File: src/rtl/mmul_nxn_if.sv
// Handshake and matrix bus for mmul_nxn: the requester drives start and operands,
// the multiplier returns the registered product with busy/done/sat status.
interface mmul_nxn_if #(
  parameter int N  = 3,
  parameter int DW = 8
);
  logic              start;
  logic [N*N*DW-1:0] mat_a;
  logic [N*N*DW-1:0] mat_b;
  logic [N*N*DW-1:0] mat_c;
  logic              busy;
  logic              done;
  logic              sat;

  modport master (output start, mat_a, mat_b, input mat_c, busy, done, sat);
  modport slave  (input start, mat_a, mat_b, output mat_c, busy, done, sat);
endinterface

File: src/rtl/mmul_nxn.sv
// Sequential signed NxN matrix multiplier, one MAC per clock, full-precision accumulator.
// Define MMUL_NXN_SAT_EN to clamp results to DW bits and report clamping on sat; otherwise results wrap.
module mmul_nxn #(
  parameter int N  = 3,
  parameter int DW = 8
) (
  input  logic       clk,
  input  logic       reset,
  mmul_nxn_if.slave  bus
);
  localparam int IW = $clog2(N);
  localparam int PW = 2 * DW;
  localparam int AW = PW + IW;
  localparam logic [IW-1:0] LAST = IW'(N - 1);

  typedef enum logic [1:0] {IDLE, RUN, DONE} state_t;

  state_t state, state_next;

  logic signed [DW-1:0] a_q   [N][N];
  logic signed [DW-1:0] b_q   [N][N];
  logic signed [DW-1:0] c_buf [N][N];
  logic [IW-1:0]        i, j, k;
  logic signed [AW-1:0] acc;
  logic                 sat_pend;
  logic [N*N*DW-1:0]    mat_c_q;
  logic                 done_q;
  logic                 sat_q;

  logic                 load, mac, finish;
  logic signed [PW-1:0] prod;
  logic signed [AW-1:0] sum;
  logic signed [DW-1:0] conv;
  logic                 clamp;

  always_ff @(posedge clk or posedge reset) begin
    if (reset) state <= IDLE;
    else       state <= state_next;
  end

  always_comb begin
    state_next = state;
    load       = 1'b0;
    mac        = 1'b0;
    finish     = 1'b0;
    case (state)
      IDLE: begin
        if (bus.start) begin
          load       = 1'b1;
          state_next = RUN;
        end
      end
      RUN: begin
        mac = 1'b1;
        if (i == LAST && j == LAST && k == LAST) state_next = DONE;
      end
      DONE: begin
        finish     = 1'b1;
        state_next = IDLE;
      end
      default: state_next = IDLE;
    endcase
  end

`ifdef MMUL_NXN_SAT_EN
  localparam logic signed [AW-1:0] SAT_MAX = AW'(2 ** (DW - 1) - 1);
  localparam logic signed [AW-1:0] SAT_MIN = ~SAT_MAX;
`endif

  // The element is converted from acc + product so the last MAC of a dot product needs no extra cycle.
  always_comb begin
    prod  = PW'(a_q[i][k]) * PW'(b_q[k][j]);
    sum   = acc + AW'(prod);
    conv  = sum[DW-1:0];
    clamp = 1'b0;
`ifdef MMUL_NXN_SAT_EN
    if (sum > SAT_MAX) begin
      conv  = SAT_MAX[DW-1:0];
      clamp = 1'b1;
    end else if (sum < SAT_MIN) begin
      conv  = SAT_MIN[DW-1:0];
      clamp = 1'b1;
    end
`endif
  end

  always_ff @(posedge clk or posedge reset) begin
    if (reset) begin
      for (int r = 0; r < N; r++) begin
        for (int s = 0; s < N; s++) begin
          a_q[r][s]   <= '0;
          b_q[r][s]   <= '0;
          c_buf[r][s] <= '0;
        end
      end
      i        <= '0;
      j        <= '0;
      k        <= '0;
      acc      <= '0;
      sat_pend <= 1'b0;
      mat_c_q  <= '0;
      done_q   <= 1'b0;
      sat_q    <= 1'b0;
    end else begin
      done_q <= 1'b0;
      if (load) begin
        for (int r = 0; r < N; r++) begin
          for (int s = 0; s < N; s++) begin
            a_q[r][s] <= bus.mat_a[(r*N+s)*DW +: DW];
            b_q[r][s] <= bus.mat_b[(r*N+s)*DW +: DW];
          end
        end
        i        <= '0;
        j        <= '0;
        k        <= '0;
        acc      <= '0;
        sat_pend <= 1'b0;
      end
      // k runs innermost, then j, then i.
      if (mac) begin
        if (k == LAST) begin
          c_buf[i][j] <= conv;
          acc         <= '0;
          sat_pend    <= sat_pend | clamp;
          k           <= '0;
          if (j == LAST) begin
            j <= '0;
            i <= (i == LAST) ? '0 : i + IW'(1);
          end else begin
            j <= j + IW'(1);
          end
        end else begin
          acc <= sum;
          k   <= k + IW'(1);
        end
      end
      if (finish) begin
        for (int r = 0; r < N; r++) begin
          for (int s = 0; s < N; s++) begin
            mat_c_q[(r*N+s)*DW +: DW] <= c_buf[r][s];
          end
        end
        sat_q  <= sat_pend;
        done_q <= 1'b1;
      end
    end
  end

  assign bus.mat_c = mat_c_q;
  assign bus.busy  = (state != IDLE);
  assign bus.done  = done_q;
  assign bus.sat   = sat_q;

endmodule

File: src/flat_wrapper.sv
// flat-port wrapper written by rule: the top's interface ports become plain ports
module mmul_nxn_flat 
#(
  parameter int N  = 3,
  parameter int DW = 8
)
  (clk, reset, bus_start, bus_mat_a, bus_mat_b, bus_mat_c, bus_busy, bus_done, bus_sat);
  mmul_nxn_if #(.N(N), .DW(DW)) bus_i ();
  input  logic clk;
  input  logic reset;
  input wire logic [$bits(bus_i.start)-1:0] bus_start;
  input wire logic [$bits(bus_i.mat_a)-1:0] bus_mat_a;
  input wire logic [$bits(bus_i.mat_b)-1:0] bus_mat_b;
  output wire logic [$bits(bus_i.mat_c)-1:0] bus_mat_c;
  output wire logic [$bits(bus_i.busy)-1:0] bus_busy;
  output wire logic [$bits(bus_i.done)-1:0] bus_done;
  output wire logic [$bits(bus_i.sat)-1:0] bus_sat;
  assign bus_i.start = bus_start;
  assign bus_i.mat_a = bus_mat_a;
  assign bus_i.mat_b = bus_mat_b;
  assign bus_mat_c = bus_i.mat_c;
  assign bus_busy = bus_i.busy;
  assign bus_done = bus_i.done;
  assign bus_sat = bus_i.sat;
  mmul_nxn #(.N(N), .DW(DW)) u_core (.clk(clk), .reset(reset), .bus(bus_i));
endmodule
File: config.mk
export PLATFORM = sky130hd
export DESIGN_NAME = mmul_nxn_flat
export DESIGN_NICKNAME = d
export VERILOG_FILES = /design/src/rtl/mmul_nxn_if.sv /design/src/rtl/mmul_nxn.sv /design/src/flat_wrapper.sv
export SDC_FILE = /design/constraint.sdc
export NUM_CORES = 1
export LEC_CHECK = 0
export BUFFER_PORTS_ARGS = -buffer_cell sky130_fd_sc_hd__buf_2
export CAP_MARGIN = 20
export CELL_PAD_IN_SITES_DETAIL_PLACEMENT = 0
export CELL_PAD_IN_SITES_GLOBAL_PLACEMENT = 1
export CORE_MARGIN = 3
export CORE_UTILIZATION = 45
export DETAILED_ROUTE_END_ITERATION = 7
export GPL_TIMING_DRIVEN = 0
export PLACE_DENSITY = 0.87
export SLEW_MARGIN = 20
export SYNTH_ARGS = -nofsm -noshare
export SYNTH_HDL_FRONTEND = slang
export SYNTH_SLANG_ARGS = --single-unit
File: constraint.sdc
create_clock -name clk -period 11.5 [get_ports clk]
set_clock_uncertainty 0.15 [all_clocks]
set_input_delay 0 -clock clk [delete_from_list [all_inputs] [get_ports clk]]
set_output_delay 0 -clock clk [all_outputs]
set_load 0.02 [all_outputs]
==> results.sh, run 1 <==
export IMPL_path_class="register to register"
export IMPL_yosys_most_used_dff="dfrtp_1"
export IMPL_worstSkewPairLatency_ns=0.55
export IMPL_final_nets=1716
export IMPL_leakage_nw=8.87
export IMPL_status="completed"
export IMPL_placed_area_sq_um=15400
export IMPL_finalHoldViolations=0
export IMPL_p_per_area_nw_per_um2=339
export IMPL_clockBufferDepth=3
export IMPL_min_to="u_core.b_q[25]"
export IMPL_netlist_instances=1128
export IMPL_synth_edff_count=0
export IMPL_path_clk_slew_ns=0.06
export IMPL_cts_repair_resized=0
export IMPL_clkSinkCount=305
export IMPL_synth_area_sq_um=13700
export IMPL_critical_path_arrival_ns=7.31
export IMPL_grt_overflow=0
export IMPL_cp_max_fo=10
export IMPL_required_ns=11.82
export IMPL_dr_pass1_iters=5
export IMPL_hp_class="input pin to register"
export IMPL_dp_hpwl_mm=25.1
export IMPL_place_ws_ns=4.50
export IMPL_dr_total_vias=10200
export IMPL_grt_max_degree=98
export IMPL_reg2reg_slack_ns=4.51
export IMPL_h_tree_depth=1
export IMPL_hold_path_cell_count=4
export IMPL_setup_violations=0
export IMPL_num_io_pins=222
export IMPL_worst_setup_path_start_kind="register"
export IMPL_syn_num_nets=1313
export IMPL_finalMaxSlewViolations=0
export IMPL_synth_seq_cells=305
export IMPL_timing_rr_start="u_core.k[0]"
export IMPL_period_share_pct=60.7
export IMPL_gp_congestion=0.850
export IMPL_synth_distinct_cells=46
export IMPL_fmax_mhz=143
export IMPL_utilization_pct=60.0
export IMPL_worst_slack_ns=4.51
export IMPL_end_kind="register"
export IMPL_yosysWarnings=0
export IMPL_final_cell_area_sq_um=17900
export IMPL_port_buffers=220
export IMPL_seq_area_frac_synth_pct=55.7
export IMPL_stdcell_count=1945
export IMPL_wirelength_mm=37.6
export IMPL_fin_tns_setup_ns=0
export IMPL_num_rows=63
export IMPL_relSlewSlack_pct=39.8
export IMPL_synth_area_top_cells="dfrtp_1 (56%), mux2_2 (17%), nand2_1 (7.1%), fa_1 (2.6%), ha_1 (1.8%)"
export IMPL_cts_tree="yes"
export IMPL_drt_iter0_drc=643
export IMPL_netlist_area_leader_share_pct=55.7
export IMPL_die_height_um=180
export IMPL_fin_crit_ns=6.99
export IMPL_drc_errors=0
export IMPL_r2r_end="u_core.c_buf[23]"
export IMPL_syn_to_final_growth_pct=30.5
export IMPL_grt_pass1_wl_mm=60.6
export IMPL_die_area_sq_um=32600
export IMPL_antenna_left=0
export IMPL_hp_start="bus_mat_b[41]"
export IMPL_rsz0062_at_grt="no"
export IMPL_tightest_slew_ns=0.898
export IMPL_track_usage_pct=23.1
export IMPL_via_per_inst=5.26
export IMPL_async_flop_share_pct=100
export IMPL_yosysTopAreaCell="dfrtp_1"
export IMPL_core_area_sq_um=29800
export IMPL_synth_most_common_cell="dfrtp_1"
export IMPL_antenna_found_initial=3
export IMPL_hold_ws_ns=0.0503
export IMPL_die_w_um=180
export IMPL_numCtsBuffers=31
export IMPL_grt_pass1_vias=11100
export IMPL_final_layout_size_suffix_gt1_share_pct=33.3
export IMPL_start_util_pct=46.0
export IMPL_reg2reg_depth=20
export IMPL_yosys_top_cells_count="dfrtp_1 (305), nand2_1 (259), mux2_2 (206)"
export IMPL_maxCapViolCount=0
export IMPL_wire_per_inst_um=19.3
export IMPL_avgSynthCellArea_sq_um=12.1
export IMPL_ir_worst_vdd_mv=0.704
export IMPL_total_power_mw=6.07
export IMPL_dpl_cell_count=1741
export IMPL_cts_root_buf="clkbuf_16"
## state kept, by name (all words and copies together) (netlist names)
name	cells
u_core.j	2
u_core.a_q	72
u_core.bus.done	1
u_core.acc	8
u_core.c_buf	72
u_core.state	2
u_core.b_q	72
u_core.k	2
u_core.bus.mat_c	72
u_core.i	2
## worst max path at each step
stage	endpoint	from	cells after the start
CTS	u_core.c_buf[71]	u_core.k[0]	20
detailed placement	u_core.c_buf[71]	u_core.k[0]	21
finish	u_core.c_buf[23]	u_core.k[0]	20
global placement	u_core.c_buf[18]	reset	2
global route	u_core.c_buf[23]	u_core.k[0]	22
floorplan	u_core.a_q[0]	reset	1
## area by class of cell
type	instances	area (sq um)
Clock buffer	49	943
Antenna cell	3	7.51
Tap cell	390	488
Timing Repair Buffer	370	2660
Buffer	63	289
Inverter	44	173
Multi-Input combinational cell	716	5620
Fill cell	2311	11900
Sequential cell	305	7630
Clock inverter	5	75.1
## routing by layer
layer,global-route usage (%),wire (um),up-vias
met3,3.65,2110,93
met4,7.98,1220,0
met2,39.2,18400,326
met5,0,0,-
li1,-,-,4655
met1,30.5,15900,5151
## power by group
part           switching (mW)  internal, mW  total [mW]
logic                    2.10          1.31        3.41
registers               0.196          1.46        1.66
clock network           0.402         0.600        1.00
## critical path, stage by stage (launching register included)
cell,delay [ns]
dfrtp_1,0.46
clkbuf_1,0.40
clkbuf_1,0.58
o2bb2ai_1,0.19
a32oi_1,0.58
nor2_1,0.15
fa_1,0.44
fa_1,0.49
inv_1,0.05
fa_1,0.48
inv_1,0.06
fa_1,0.47
ha_1,0.32
ha_1,0.34
a21oi_1,0.19
xnor2_1,0.17
xnor2_1,0.16
xnor2_1,0.18
xnor2_2,0.12
xnor2_2,0.63
mux2_2,0.28
## cell families (layout without fill, tap and decap cells)
| kind of cell | Yosys count | in the layout | share of synthesized area, % |
|---|---|---|---|
| flip-flops | 305 | 305 | 55.7 |
| XOR/XNOR | 18 | 18 | 1.42 |
| multiplexers | 241 | 241 | 19.6 |
| adder cells (fa/ha/maj) | 38 | 38 | 4.46 |
| buffers and inverters | 107 | 531 | 3.31 |
| AO/OA/AOI/OAI | 99 | 99 | 6.15 |
| AND/OR/NAND/NOR | 319 | 319 | 9.31 |
| other | 1 | 4 | 0.0274 |
## cell usage in the layout (no fill, tap or decap), types with 10 or more instances in the layout
cell	netlist	final
a221o_1	20	20
a32oi_1	10	10
buf_2	9	229
clkbuf_1	39	47
clkbuf_16	0	31
clkbuf_8	0	10
dfrtp_1	305	305
dlygate4sd3_1	0	147
fa_1	18	18
ha_1	20	20
inv_1	40	39
mux2_1	12	12
mux2_2	206	206
mux2i_1	22	22
nand2_1	259	259
nor2_1	33	33
o21ai_0	15	15
o2bb2ai_1	14	14
or2_2	12	12
xnor2_1	14	13
## what timing repair did
item                                   CTS  global route
setup endpoints to repair                0             0
hold buffers                           147             0
endpoints found under the hold margin  363             0
setup buffers                            0             0
(Power assumes the default switching activity.)
==> run 2: changes to the inputs <==
Settings changed: ABC_AREA from default to 1, CORE_UTILIZATION 45 to 42.
Clock period 11.5 ns to 7.1 ns, I/O delays scaled along.
==> results.sh, run 2 <==
export IMPL_status="completed"
export IMPL_drc_errors=0
export IMPL_maxCapViolCount=0
export IMPL_h_tree_depth=2
export IMPL_leakage_nw=9.93
export IMPL_topRoutingLayerUsed="met4"
export IMPL_ctsHoldBuffers=147
export IMPL_met2_length_mm=19.5
export IMPL_synth_seq_cells=305
export IMPL_cts_tree="yes"
export IMPL_gp_congestion=0.882
export IMPL_cp_common_cell="nand2_1"
export IMPL_nFillCells=2993
export IMPL_cp_max_fo=10
export IMPL_layout_common_cells="nand2_1 (769), dfrtp_1 (305), buf_2 (233)"
export IMPL_yosysTopAreaCell="dfrtp_1"
export IMPL_antenna_diode_count=0
export IMPL_period_share_pct=81.3
export IMPL_min_to="u_core.b_q[61]"
export IMPL_p_sw_share_pct=45.2
export IMPL_path_clk_slew_ns=0.06
export IMPL_synth_distinct_cells=35
export IMPL_multi_input_area_sq_um=5530
export IMPL_dr_total_vias=12600
export IMPL_max_stage_delay_ns=0.51
export IMPL_p_per_area_nw_per_um2=473
export IMPL_netlist_area_leader_share_pct=53.7
export IMPL_slowest_stage="fa_1"
export IMPL_cts_root_buf="clkbuf_16"
export IMPL_crit_family="adder cells"
export IMPL_antenna_found_initial=0
export IMPL_hp_start="bus_mat_b[13]"
export IMPL_end_kind="register"
export IMPL_final_layout_size_suffix_gt1_share_pct=17.2
export IMPL_yosys_top_cells_count="nand2_1 (769), dfrtp_1 (305), nand3_1 (161)"
export IMPL_seq_area_frac_synth_pct=53.7
export IMPL_port_buffers=220
export IMPL_post_cts_buffers=0
export IMPL_num_rows=66
export IMPL_synth_area_top_cells="dfrtp_1 (54%), nand2_1 (20%), nand3_1 (5.7%), o21ai_0 (4.8%), inv_1 (3.7%)"
export IMPL_track_usage_pct=23.1
export IMPL_r2r_end="u_core.c_buf[23]"
export IMPL_rsz0062_at_grt="no"
export IMPL_worstSkewPairLatency_ns=0.51
export IMPL_crit_buf_inv=7
export IMPL_fin_crit_ns=5.77
export IMPL_dp_hpwl_mm=28.9
export IMPL_fin_tns_setup_ns=0
export IMPL_dr_pass1_iters=7
export IMPL_seqPwrFrac_pct=30.3
export IMPL_wirelength_mm=41.1
export IMPL_die_w_um=190
export IMPL_core_area_sq_um=32900
export IMPL_yosys_most_used_dff="dfrtp_1"
export IMPL_hp_class="input pin to register"
export IMPL_reg2reg_depth=29
export IMPL_grt_pass1_vias=12900
export IMPL_finalMaxSlewViolations=0
export IMPL_mostFrequentLayoutCell="nand2_1"
export IMPL_cts_repair_resized=0
export IMPL_die_height_um=190
export IMPL_synth_area_sq_um=14200
export IMPL_relSlewSlack_pct=30.3
export IMPL_critical_path_arrival_ns=6.01
export IMPL_tightest_slew_ns=1.04
export IMPL_fmax_mhz=173
export IMPL_die_area_sq_um=36100
export IMPL_finalHoldViolations=0
export IMPL_path_class="register to register"
export IMPL_final_nets=2318
export IMPL_timing_rr_start="u_core.k[0]"
export IMPL_comb_power_share_pct=49.3
export IMPL_clockBufferDepth=3
export IMPL_yosysWarnings=0
export IMPL_worst_setup_path_start_kind="register"
export IMPL_antenna_left=0
export IMPL_grt_pass1_wl_mm=67.2
export IMPL_wire_per_inst_um=15.8
export IMPL_drt_iter0_drc=744
export IMPL_syn_to_final_growth_pct=31.7
export IMPL_register_area_sq_um=7630
export IMPL_num_io_pins=222
export IMPL_reg2reg_slack_ns=1.33
export IMPL_clkSinkCount=305
export IMPL_grt_overflow=0
export IMPL_pwr_share_clk_pct=20.4
export IMPL_power_switching_mw=4.01
export IMPL_hold_path_cell_count=4
export IMPL_intPower_mw=4.86
export IMPL_avgSynthCellArea_sq_um=8.28
export IMPL_wl_met1_mm=18.4
export IMPL_synth_most_common_cell="nand2_1"
export IMPL_netlist_instances=1718
export IMPL_numCtsBuffers=35
export IMPL_required_ns=7.34
export IMPL_async_flop_share_pct=100
export IMPL_syn_num_nets=1903
export IMPL_wl_met3_mm=2.22
export IMPL_via_per_inst=4.85
export IMPL_hold_ws_ns=0.0583
export IMPL_grt_max_degree=36
export IMPL_ir_worst_vdd_mv=0.495
export IMPL_utilization_pct=56.9
export IMPL_synth_edff_count=0
export IMPL_setup_violations=0
export IMPL_start_util_pct=43.2
-- run 2: layer usage --
metal / up-vias / global-route usage, %
li1: 6173 / -
met1: 5986 / 32.3
met2: 375 / 38.2
met3: 75 / 2.80
met4: 0 / 6.31
met5: - / 0
-- run 2: area by class of cell --
cell class / instances / area share, %
Tap cell: 442 / 2.95
Inverter: 152 / 3.11
Multi-Input combinational cell: 1171 / 29.5
Buffer: 90 / 2.59
Timing Repair Buffer: 378 / 14.9
Sequential cell: 305 / 40.7
Clock inverter: 10 / 0.594
Clock buffer: 50 / 5.63
-- run 2: power by group through the flow --
stage | Clock [mW] | Sequential, mW | Combinational, mW
floorplan | 0 | 2.59 | 2.82
global placement | 0 | 2.69 | 3.96
detailed placement | 0 | 2.69 | 4.33
CTS | 1.85 | 2.67 | 4.41
global route | 1.91 | 2.74 | 4.91
finish | 1.81 | 2.69 | 4.37
-- run 2: worst max-delay path by stage --
stage	startpoint	to	slack (ns)	cells past startpoint
2_1_floorplan	u_core.k[0]	u_core.c_buf[15]	2.05	29
4_1_cts	u_core.k[0]	u_core.c_buf[23]	1.33	29
3_5_place_dp	u_core.k[0]	u_core.c_buf[47]	1.37	29
3_3_place_gp	u_core.i[1]	u_core.c_buf[38]	1.22	21
5_1_grt	u_core.k[0]	u_core.c_buf[23]	0.97	29
6_report	u_core.k[0]	u_core.c_buf[23]	1.33	29
-- run 2: through the flow --
| stage | setup slack, ns | cells | total power, mW | cell area (sq um) |
|---|---|---|---|---|
| 4_1_cts | 1.33 | 2598 | 8.93 | 18700 |
| 5_1_grt | 0.965 | 2598 | 9.56 | 18700 |
| 6_report | 1.33 | 2598 | 8.87 | 18700 |
| 3_5_place_dp | 1.37 | 2391 | 7.02 | 16100 |
| 2_1_floorplan | 2.05 | 1718 | 5.41 | 14200 |
| 3_3_place_gp | 1.22 | 2380 | 6.65 | 15900 |
-- run 2: kinds of logic after synthesis --
kind of cell | share of synthesized area, %
other | 0.0264
DFF | 53.7
and+or+nand+nor | 28.9
AOI/OAI and AO/OA | 5.30
adders and majority gates | 4.29
buffers and inverters | 7.48
xor gates and xnor gates | 0.308
-- run 2: worst register-to-register path: cells and delay by family (launching register included) --
kind	cells	cell delay [ns]
AO/OA/AOI/OAI	1	0.14
XOR/XNOR	1	0.23
adder cells (fa/ha/maj)	6	2.64
buffers and inverters	7	0.58
flip-flops	1	0.38
AND/OR/NAND/NOR	14	1.51
==> run 3: changes to the inputs <==
Settings changed: CORE_UTILIZATION 42 to 38, PLACE_DENSITY 0.87 to 0.84.
Clock period 7.1 ns to 5.21 ns, I/O delays scaled along.
==> results.sh, run 3 (synthesis gave the netlist of run 2 again) <==
export IMPL_nFillCells=3352
export IMPL_drc_errors=0
export IMPL_finalHoldViolations=0
export IMPL_relSlewSlack_pct=44.2
export IMPL_num_rows=70
export IMPL_violations="setup timing"
export IMPL_gp_congestion=0.826
export IMPL_drt_iter0_drc=797
export IMPL_dr_pass1_iters=5
export IMPL_mostFrequentLayoutCell="nand2_1"
export IMPL_clockBufferDepth=3
export IMPL_die_area_sq_um=39800
export IMPL_reg2reg_slack_ns=-0.06
export IMPL_grt_overflow=0
export IMPL_cp_max_fo=7
export IMPL_antenna_diode_count=0
export IMPL_worstSkewPairLatency_ns=0.52
export IMPL_worst_slack_ns=-0.0573
export IMPL_setup_violations=9
export IMPL_numCtsBuffers=35
export IMPL_timing_rr_start="u_core.i[0]"
export IMPL_critical_path_arrival_ns=5.52
export IMPL_die_height_um=199
export IMPL_track_usage_pct=21.5
export IMPL_r2r_end="u_core.c_buf[15]"
export IMPL_cp_endpoint="u_core.c_buf[15]"
export IMPL_startpoint="u_core.i[0]"
export IMPL_grt_max_degree=34
export IMPL_fmax_mhz=190
export IMPL_ir_worst_vdd_mv=1.16
export IMPL_core_area_sq_um=36800
export IMPL_die_w_um=199
export IMPL_wirelength_mm=43.1
export IMPL_wire_per_inst_um=16.2
export IMPL_path_class="register to register"
export IMPL_end_kind="register"
export IMPL_via_per_inst=4.81
export IMPL_syn_to_final_growth_pct=38.2
export IMPL_dp_hpwl_mm=29.3
export IMPL_cts_tree="yes"
export IMPL_dpl_cell_count=2417
export IMPL_grt_pass1_wl_mm=67.8
export IMPL_final_layout_size_suffix_gt1_share_pct=22.6
export IMPL_port_buffers=220
export IMPL_stdcell_count=2666
export IMPL_cts_root_buf="clkbuf_16"
export IMPL_h_tree_depth=2
export IMPL_worst_setup_path_start_kind="register"
export IMPL_path_clk_slew_ns=0.06
export IMPL_clkSinkCount=305
export IMPL_maxCapViolCount=0
export IMPL_rsz0062_at_grt="yes"
export IMPL_status="finished, violations left"
export IMPL_final_nets=2358
export IMPL_layout_common_cells="nand2_1 (734), dfrtp_1 (305), buf_2 (229)"
export IMPL_slowest_stage="fa_1"
export IMPL_start_util_pct=38.7
export IMPL_dr_total_vias=12800
export IMPL_cp_common_cell="nand2_2"
export IMPL_fin_tns_setup_ns=-0.249
export IMPL_antenna_found_initial=0
export IMPL_max_stage_delay_ns=0.56
export IMPL_total_power_mw=13.8
export IMPL_reg2reg_depth=30
export IMPL_leakage_nw=10.3
export IMPL_tightest_slew_ns=0.837
export IMPL_place_ws_ns=-0.525
export IMPL_period_share_pct=101
export IMPL_num_io_pins=222
export IMPL_grt_pass1_vias=12900
export IMPL_required_ns=5.46
export IMPL_hp_class="input pin to register"
export IMPL_antenna_left=0
export IMPL_finalMaxSlewViolations=0
export IMPL_utilization_pct=53.4
export IMPL_p_per_area_nw_per_um2=701
export IMPL_fin_crit_ns=5.27
==> run 3: timing repair <==
item | 4_1_cts | 5_1_grt
pin swaps | 32 | 19
endpoints found under the hold margin | 308 | 0
setup endpoints to repair | 20 | 30
cloned | 4 | 0
gates resized for setup | 83 | 49
hold buffers | 147 | 0
setup buffers | 26 | 13
==> run 3: report_power, final <==
part | internal (mW) | total, mW | switching, mW
Sequential | 3.20 | 3.67 | 0.472
Combinational | 2.92 | 7.68 | 4.75
Clock | 1.46 | 2.44 | 0.982
Total | 7.58 | 13.8 | 6.21
==> run 3: worst min path at each step <==
stage / startpoint / endpoint / cells past startpoint
after floorplan: bus_mat_a[64] / u_core.a_q[0] / 2
after global routing: bus_mat_b[36] / u_core.b_q[36] / 4
after CTS: bus_mat_b[20] / u_core.b_q[52] / 4
after detailed placement: reset / u_core.b_q[57] / 2
after global placement: bus_mat_b[12] / u_core.b_q[60] / 3
final: bus_mat_b[20] / u_core.b_q[52] / 4
==> run 3: per-layer routing <==
metal / track usage, % / up-vias / share of wire (%)
li1: - / 6256 / -
met1: 29.7 / 6108 / 46
met2: 35.9 / 399 / 47
met3: 2.60 / 67 / 4.9
met4: 6.20 / 0 / 2.4
met5: 0 / - / 0
==> run 3: final cells by class <==
cell class / instances / area, sq um / area share, %
Tap cell: 468 / 586 / 2.98
Multi-Input combinational cell: 1172 / 5980 / 30.4
Inverter: 152 / 597 / 3.04
Timing Repair Buffer: 420 / 3190 / 16.2
Buffer: 87 / 539 / 2.74
Clock inverter: 18 / 181 / 0.923
Clock buffer: 44 / 960 / 4.88
Sequential cell: 305 / 7630 / 38.8
==> run 3: per-stage QoR <==
stage | cell area (sq um) | hold WS (ns)
4_1_cts | 19400 | 0.0474
3_5_place_dp | 16100 | -0.0560
6_report | 19700 | 0.0591
5_1_grt | 19700 | 0.0665
3_3_place_gp | 15900 | 0.0495
2_1_floorplan | 14200 | -0.0404
==> run 3: critical path, delay by kind of cell, from the launching register on <==
family / cells / cell delay, ns
fa+ha+maj: 6 / 2.41
simple gates: 14 / 1.29
buf+inv: 9 / 0.77
flops: 1 / 0.34
xor+xnor: 1 / 0.15
